## config.mk

```make
export PLATFORM = sky130hd
export DESIGN_NAME = audio_pacer
export DESIGN_NICKNAME = d
export VERILOG_FILES = /design/src/rtl/audio_pacer.sv
export SDC_FILE = /design/constraint.sdc
export NUM_CORES = 1
export LEC_CHECK = 0
export BUFFER_PORTS_ARGS = -buffer_cell sky130_fd_sc_hd__buf_2
export CORE_MARGIN = 2
export CORE_UTILIZATION = 65
export DETAILED_ROUTE_END_ITERATION = 8
export GPL_TIMING_DRIVEN = 0
export PLACE_DENSITY = 0.87
export SYNTH_ARGS = -nofsm -noshare
export SYNTH_HDL_FRONTEND = slang
export SYNTH_SLANG_ARGS = --single-unit
```

## constraint.sdc

```tcl
create_clock -name clk_25mhz -period 6.95 [get_ports clk_25mhz]
set_clock_uncertainty 0.2 [all_clocks]
set_input_delay 1.39 -clock clk_25mhz [delete_from_list [all_inputs] [get_ports clk_25mhz]]
set_output_delay 1.39 -clock clk_25mhz [all_outputs]
set_load 0.01 [all_outputs]
```

## src/rtl/audio_pacer.sv

```systemverilog
// Paced sample FIFO: bursty one-cycle input strobes in, one strobe per sample period out; tick-to-out_valid latency 1 clock.
// No input backpressure: a push into a full FIFO is dropped and counted, a starved tick repeats the last sample and is counted.
module audio_pacer #(
  parameter int clock_max   = 25_000_000,
  parameter int sample_rate = 8_000,
  parameter int depth_log2  = 4,
  parameter int prefill     = 8
) (
  input  logic                  clk_25mhz,
  input  logic                  reset,
  input  logic                  flush,
  input  logic                  in_valid,
  input  logic [15:0]           in_sample,
  output logic                  out_valid,
  output logic [15:0]           out_sample,
  output logic [depth_log2:0]   level,
  output logic                  playing,
  output logic [7:0]            overflow_cnt,
  output logic [7:0]            underrun_cnt
);
  localparam int DIV   = clock_max / sample_rate;
  localparam int CW    = (DIV > 1) ? $clog2(DIV) : 1;
  localparam int DEPTH = 1 << depth_log2;

  localparam logic [CW-1:0]         CNT_LAST    = CW'(DIV - 1);
  localparam logic [CW-1:0]         CNT_ONE     = CW'(1);
  localparam logic [depth_log2:0]   LVL_FULL    = (depth_log2 + 1)'(DEPTH);
  localparam logic [depth_log2:0]   LVL_PREFILL = (depth_log2 + 1)'(prefill);
  localparam logic [depth_log2:0]   LVL_ONE     = (depth_log2 + 1)'(1);
  localparam logic [depth_log2-1:0] PTR_ONE     = depth_log2'(1);

  typedef enum logic {FILL, RUN} state_t;

  state_t                state;
  logic [CW-1:0]         cnt;
  logic [depth_log2-1:0] wr_ptr;
  logic [depth_log2-1:0] rd_ptr;
  logic [15:0]           mem [DEPTH];

  logic tick;
  logic pop;
  logic underrun;
  logic push;
  logic drop;

  // flush masks every side effect of the cycle it lands on, including the input strobe
  assign tick     = (cnt == CNT_LAST);
  assign pop      = tick && (state == RUN) && (level != '0) && !flush;
  assign underrun = tick && (state == RUN) && (level == '0) && !flush;
  assign push     = in_valid && !flush && ((level != LVL_FULL) || pop);
  assign drop     = in_valid && !flush && (level == LVL_FULL) && !pop;

  always_ff @(posedge clk_25mhz) begin
    if (push) begin
      mem[wr_ptr] <= in_sample;
    end
  end

  always_ff @(posedge clk_25mhz or negedge reset) begin
    if (!reset) begin
      state        <= FILL;
      cnt          <= '0;
      wr_ptr       <= '0;
      rd_ptr       <= '0;
      level        <= '0;
      out_valid    <= 1'b0;
      out_sample   <= 16'h0000;
      playing      <= 1'b0;
      overflow_cnt <= 8'd0;
      underrun_cnt <= 8'd0;
    end else if (flush) begin
      state     <= FILL;
      cnt       <= '0;
      wr_ptr    <= '0;
      rd_ptr    <= '0;
      level     <= '0;
      out_valid <= 1'b0;
      playing   <= 1'b0;
    end else begin
      cnt       <= tick ? '0 : cnt + CNT_ONE;
      out_valid <= pop || underrun;

      // the read uses the pre-edge head, so a same-cycle push never overtakes it
      if (pop) begin
        out_sample <= mem[rd_ptr];
        rd_ptr     <= rd_ptr + PTR_ONE;
      end
      if (push) begin
        wr_ptr <= wr_ptr + PTR_ONE;
      end

      case ({push, pop})
        2'b10:   level <= level + LVL_ONE;
        2'b01:   level <= level - LVL_ONE;
        default: level <= level;
      endcase

      if (drop && (overflow_cnt != 8'hFF)) begin
        overflow_cnt <= overflow_cnt + 8'd1;
      end
      if (underrun && (underrun_cnt != 8'hFF)) begin
        underrun_cnt <= underrun_cnt + 8'd1;
      end

      case (state)
        FILL: begin
          if (level >= LVL_PREFILL) begin
            state   <= RUN;
            playing <= 1'b1;
          end
        end
        RUN: begin
          if (underrun) begin
            state   <= FILL;
            playing <= 1'b0;
          end
        end
        default: begin
          state   <= FILL;
          playing <= 1'b0;
        end
      endcase
    end
  end
endmodule
```

==> results.md <==
- DIE HEIGHT: 144 µm
- Die area: 20,700 µm²
- P_leak: 5.07 nW
- Initial drt markers: 693
- Resize count post-CTS: 0
- Hold path depth: 1
- CTS root buf: clkbuf_16
- DR vias: 6,935
- Core area: 19,300 µm²
- Hold-fix buffers, CTS: 0
- Ports: 59
- Worst VDD drop: 279 µV
- Final wirelength: about 29,000 µm
- R2R cell count: 9
- Crit-path max FO: 16
- Syn avg cell area: just under 20 µm²
- Slowest library cell on the worst path: and2_1
- Slew Viols, Final: 0
- Critical Path AT: 3.61 ns
- Input/output buffers: 58
- Pre-CTS setup slack: 2.85 ns
- Pwr Density: 265 nW/µm²
- Kind of critical path: reg2reg
- Final Hold Fails: 0
- Synth Register Bits: 316
- Reg-to-reg slack, setup: 3.31 ns
- Post-route setup slack: 3.31 ns
- Largest net degree at the start of global routing: 36
- CP Cell Sequence: inv_1 > ha_1 > and4b_1 > clkbuf_1 > and4_1 > buf_2 > o21ai_1 > nor3b_1 > and2_1
- Post-synth top flop: edfxtp_1
- Final period utilization: 52.4%
- Hold path startpoint: out_sample[13]
- Register area share after synthesis: between 70% and 80%
- Synth Net Count: 684
- Filler instances: 1,055
- Syn Inst Count: 653
- Number of global-route vias before repair: 7,064
- Post-Syn Area: about 13,000 µm²
- Worst min-delay path endpoint: out_sample[13]
- Relative slew margins: 15.9%
- Post-DRT Antenna Nets: 0
- Final setup vio count: 0
- Global route overflow: 0
- Synth cell types: 47
- DRC violations left: 0
- CP max stage delay: 0.95 ns
- Outcome: completed
- Wirelength per Cell: 28.4 µm
- Die Wd: 144 µm
- Register area: 9190 µm²
- Tot GR Track Use: 29.5%
- Initial antenna violation count: 1
- Row count: 51
- Worst min path class: reg2reg
- # diodes: 0
- Gpl congestion: 0.899
- Clock transition at path regs: 0.07 ns
- Number of flops mapped to enable cells by yosys: 256
- Reg-to-reg startpoint: cnt[0]
- Area of the multi-input gates: 3360 µm²
- CTS tree: done
- Setup bufs post-CTS: 0
- Worst Path Required: 6.91 ns
- Hpwl dp: 16,800 µm
- Setup TNS: 0 ns
- Final core occ: around three quarters
- Max Clk Rate: 275 MHz
- Share of cells above drive strength 1: 28.8%
- Max Cap Viol: 0
- Layout area overhead: 12.9%
- CTS buffer count: 30
- Num Clock Sinks: 316
- Initial core utilization: around two thirds
- Async set or reset register ratio after synthesis: 19.0%
- H-tree levels: 1
- Nets: 775
- First-pass GRT wire length: 43,200 µm
- Later-pin clock latency in the skew report: 0.56 ns
- Unrepaired setup endpoints after global routing: no
- Vias per cell: approximately 6.7
- CP Capture Type: register
- Worst Setup Start Kind: register
- R2R Path End: mem[10][15]
- CTS Buffer Depth: 3
- Worst slew pin tran: 1.26 ns
- Synth warn: 0
- DR pass1 iterations: 5
- Minimum clock period: 3.64 ns
-- report_power, final --
part	internal, mW	switching, mW
Sequential	2.07	0.0102
Combinational	0.0295	0.0655
Clock	0.953	0.689
-- kinds of logic after synthesis --
| logic type | synth area share [%] |
|---|---|
| AO/OA/AOI/OAI | 1.40 |
| XOR/XNOR | 1.93 |
| adder cells (fa/ha/maj) | 1.08 |
| buffers and inverters | 1.44 |
| flip-flops | 72.2 |
| multiplexers | 15.9 |
| AND/OR/NAND/NOR | 6.06 |
-- metrics by stage --
step / total power, mW / cell area, µm² / std cells / hold slack (ns)
floorplan: 2.16 / 12700 / 653 / 0.268
global placement: 2.20 / 13400 / 976 / 0.280
detailed placement: 2.21 / 13400 / 977 / 0.288
CTS: 3.83 / 14400 / 1033 / 0.302
global route: 3.91 / 14400 / 1033 / 0.321
finish: 3.81 / 14400 / 1033 / 0.299
-- area by class of cell --
cell class | instances | share of cell area, %
flip-flops and latches | 316 | 63.9
clock inverters | 14 | 1.14
repair buffers | 59 | 2.16
plain buffers | 28 | 1.04
inverters | 9 | 0.235
multi-input cells | 300 | 23.4
clock buffers | 42 | 5.82
well taps | 265 | 2.31
-- how the worst max path moves through the flow --
stage               startpoint  depth (start not counted)     endpoint  slack, ns
floorplan                flush                          9     level[4]       3.80
global placement      in_valid                          5   mem[5][10]       3.07
detailed placement    in_valid                          5    mem[4][7]       2.85
CTS                     cnt[0]                          9   mem[9][13]       3.33
global route            cnt[0]                          9   mem[4][12]       3.08
finish                  cnt[0]                          9  mem[10][15]       3.31
-- synth_stat cells (2+ instances only) --
master | n | area (µm²)
and2_1 | 12 | 75.1
nor3b_1 | 4 | 30.0
nor2_1 | 25 | 93.8
a21boi_0 | 2 | 15.0
a21oi_1 | 5 | 25.0
and4_1 | 5 | 43.8
dfrtp_1 | 60 | 1500
o211ai_1 | 2 | 15.0
nor4_4 | 2 | 42.5
nor2b_1 | 6 | 37.5
or4_1 | 2 | 15.0
mux2_2 | 18 | 203
edfxtp_1 | 256 | 7690
clkbuf_1 | 16 | 60.1
o311a_1 | 2 | 20.0
nand4_1 | 14 | 87.6
inv_1 | 9 | 33.8
o31ai_1 | 2 | 15.0
nand3_1 | 15 | 75.1
buf_2 | 6 | 30.0
ha_1 | 11 | 138
o21ai_0 | 7 | 35.0
and3_1 | 9 | 56.3
buf_6 | 5 | 56.3
nor3_1 | 6 | 30.0
and3b_1 | 2 | 17.5
or3_1 | 3 | 18.8
nand2_1 | 22 | 82.6
xor2_1 | 12 | 105
mux4_2 | 80 | 1800
xnor2_1 | 16 | 140
nand2b_1 | 2 | 12.5
-- layout by cell type, fill, tap and decap left out, drive strengths merged, types with 4 or more instances in the layout --
cell type  Yosys  routed
o21ai          8       8
buf           12      71
mux4          80      80
mux2          19      19
inv            9       9
clkinv         0       9
and2          12      12
and3           9       9
nand3         15      15
xnor2         16      16
ha            11      11
and4           5       5
nor2b          6       6
dfrtp         60      60
nor3b          4       4
edfxtp       256     256
nor3           8       8
a21oi          5       5
clkbuf        16      58
nand2         22      22
nand4         14      14
nor2          25      25
xor2          12      12
-- worst max-delay path, delay by kind of cell (launching register included) --
kind | cells | cell delay (ns)
AND/OR/NAND/NOR | 4 | 1.84
flip-flops | 1 | 0.42
AO/OA/AOI/OAI | 1 | 0.16
buffers and inverters | 3 | 0.49
adder cells (fa/ha/maj) | 1 | 0.13
-- state kept, by name, indices dropped and copies added, names as in the netlist --
| name | flops |
|---|---|
| state | 1 |
| mem | 256 |
| out_valid | 1 |
| level | 5 |
| wr_ptr | 4 |
| cnt | 12 |
| out_sample | 16 |
| overflow_cnt | 8 |
| underrun_cnt | 8 |
| rd_ptr | 4 |
| playing | 1 |
-- routing by layer --
layer  vias up  track usage (%)  share of wire, %
li1       2821                -                 -
met1      3559             38.7                35
met2       442             49.8                51
met3       111             4.87               9.1
met4         2             12.5               4.3
met5         -                0             0.044
Note: power is estimated with default switching activity, not from simulation.
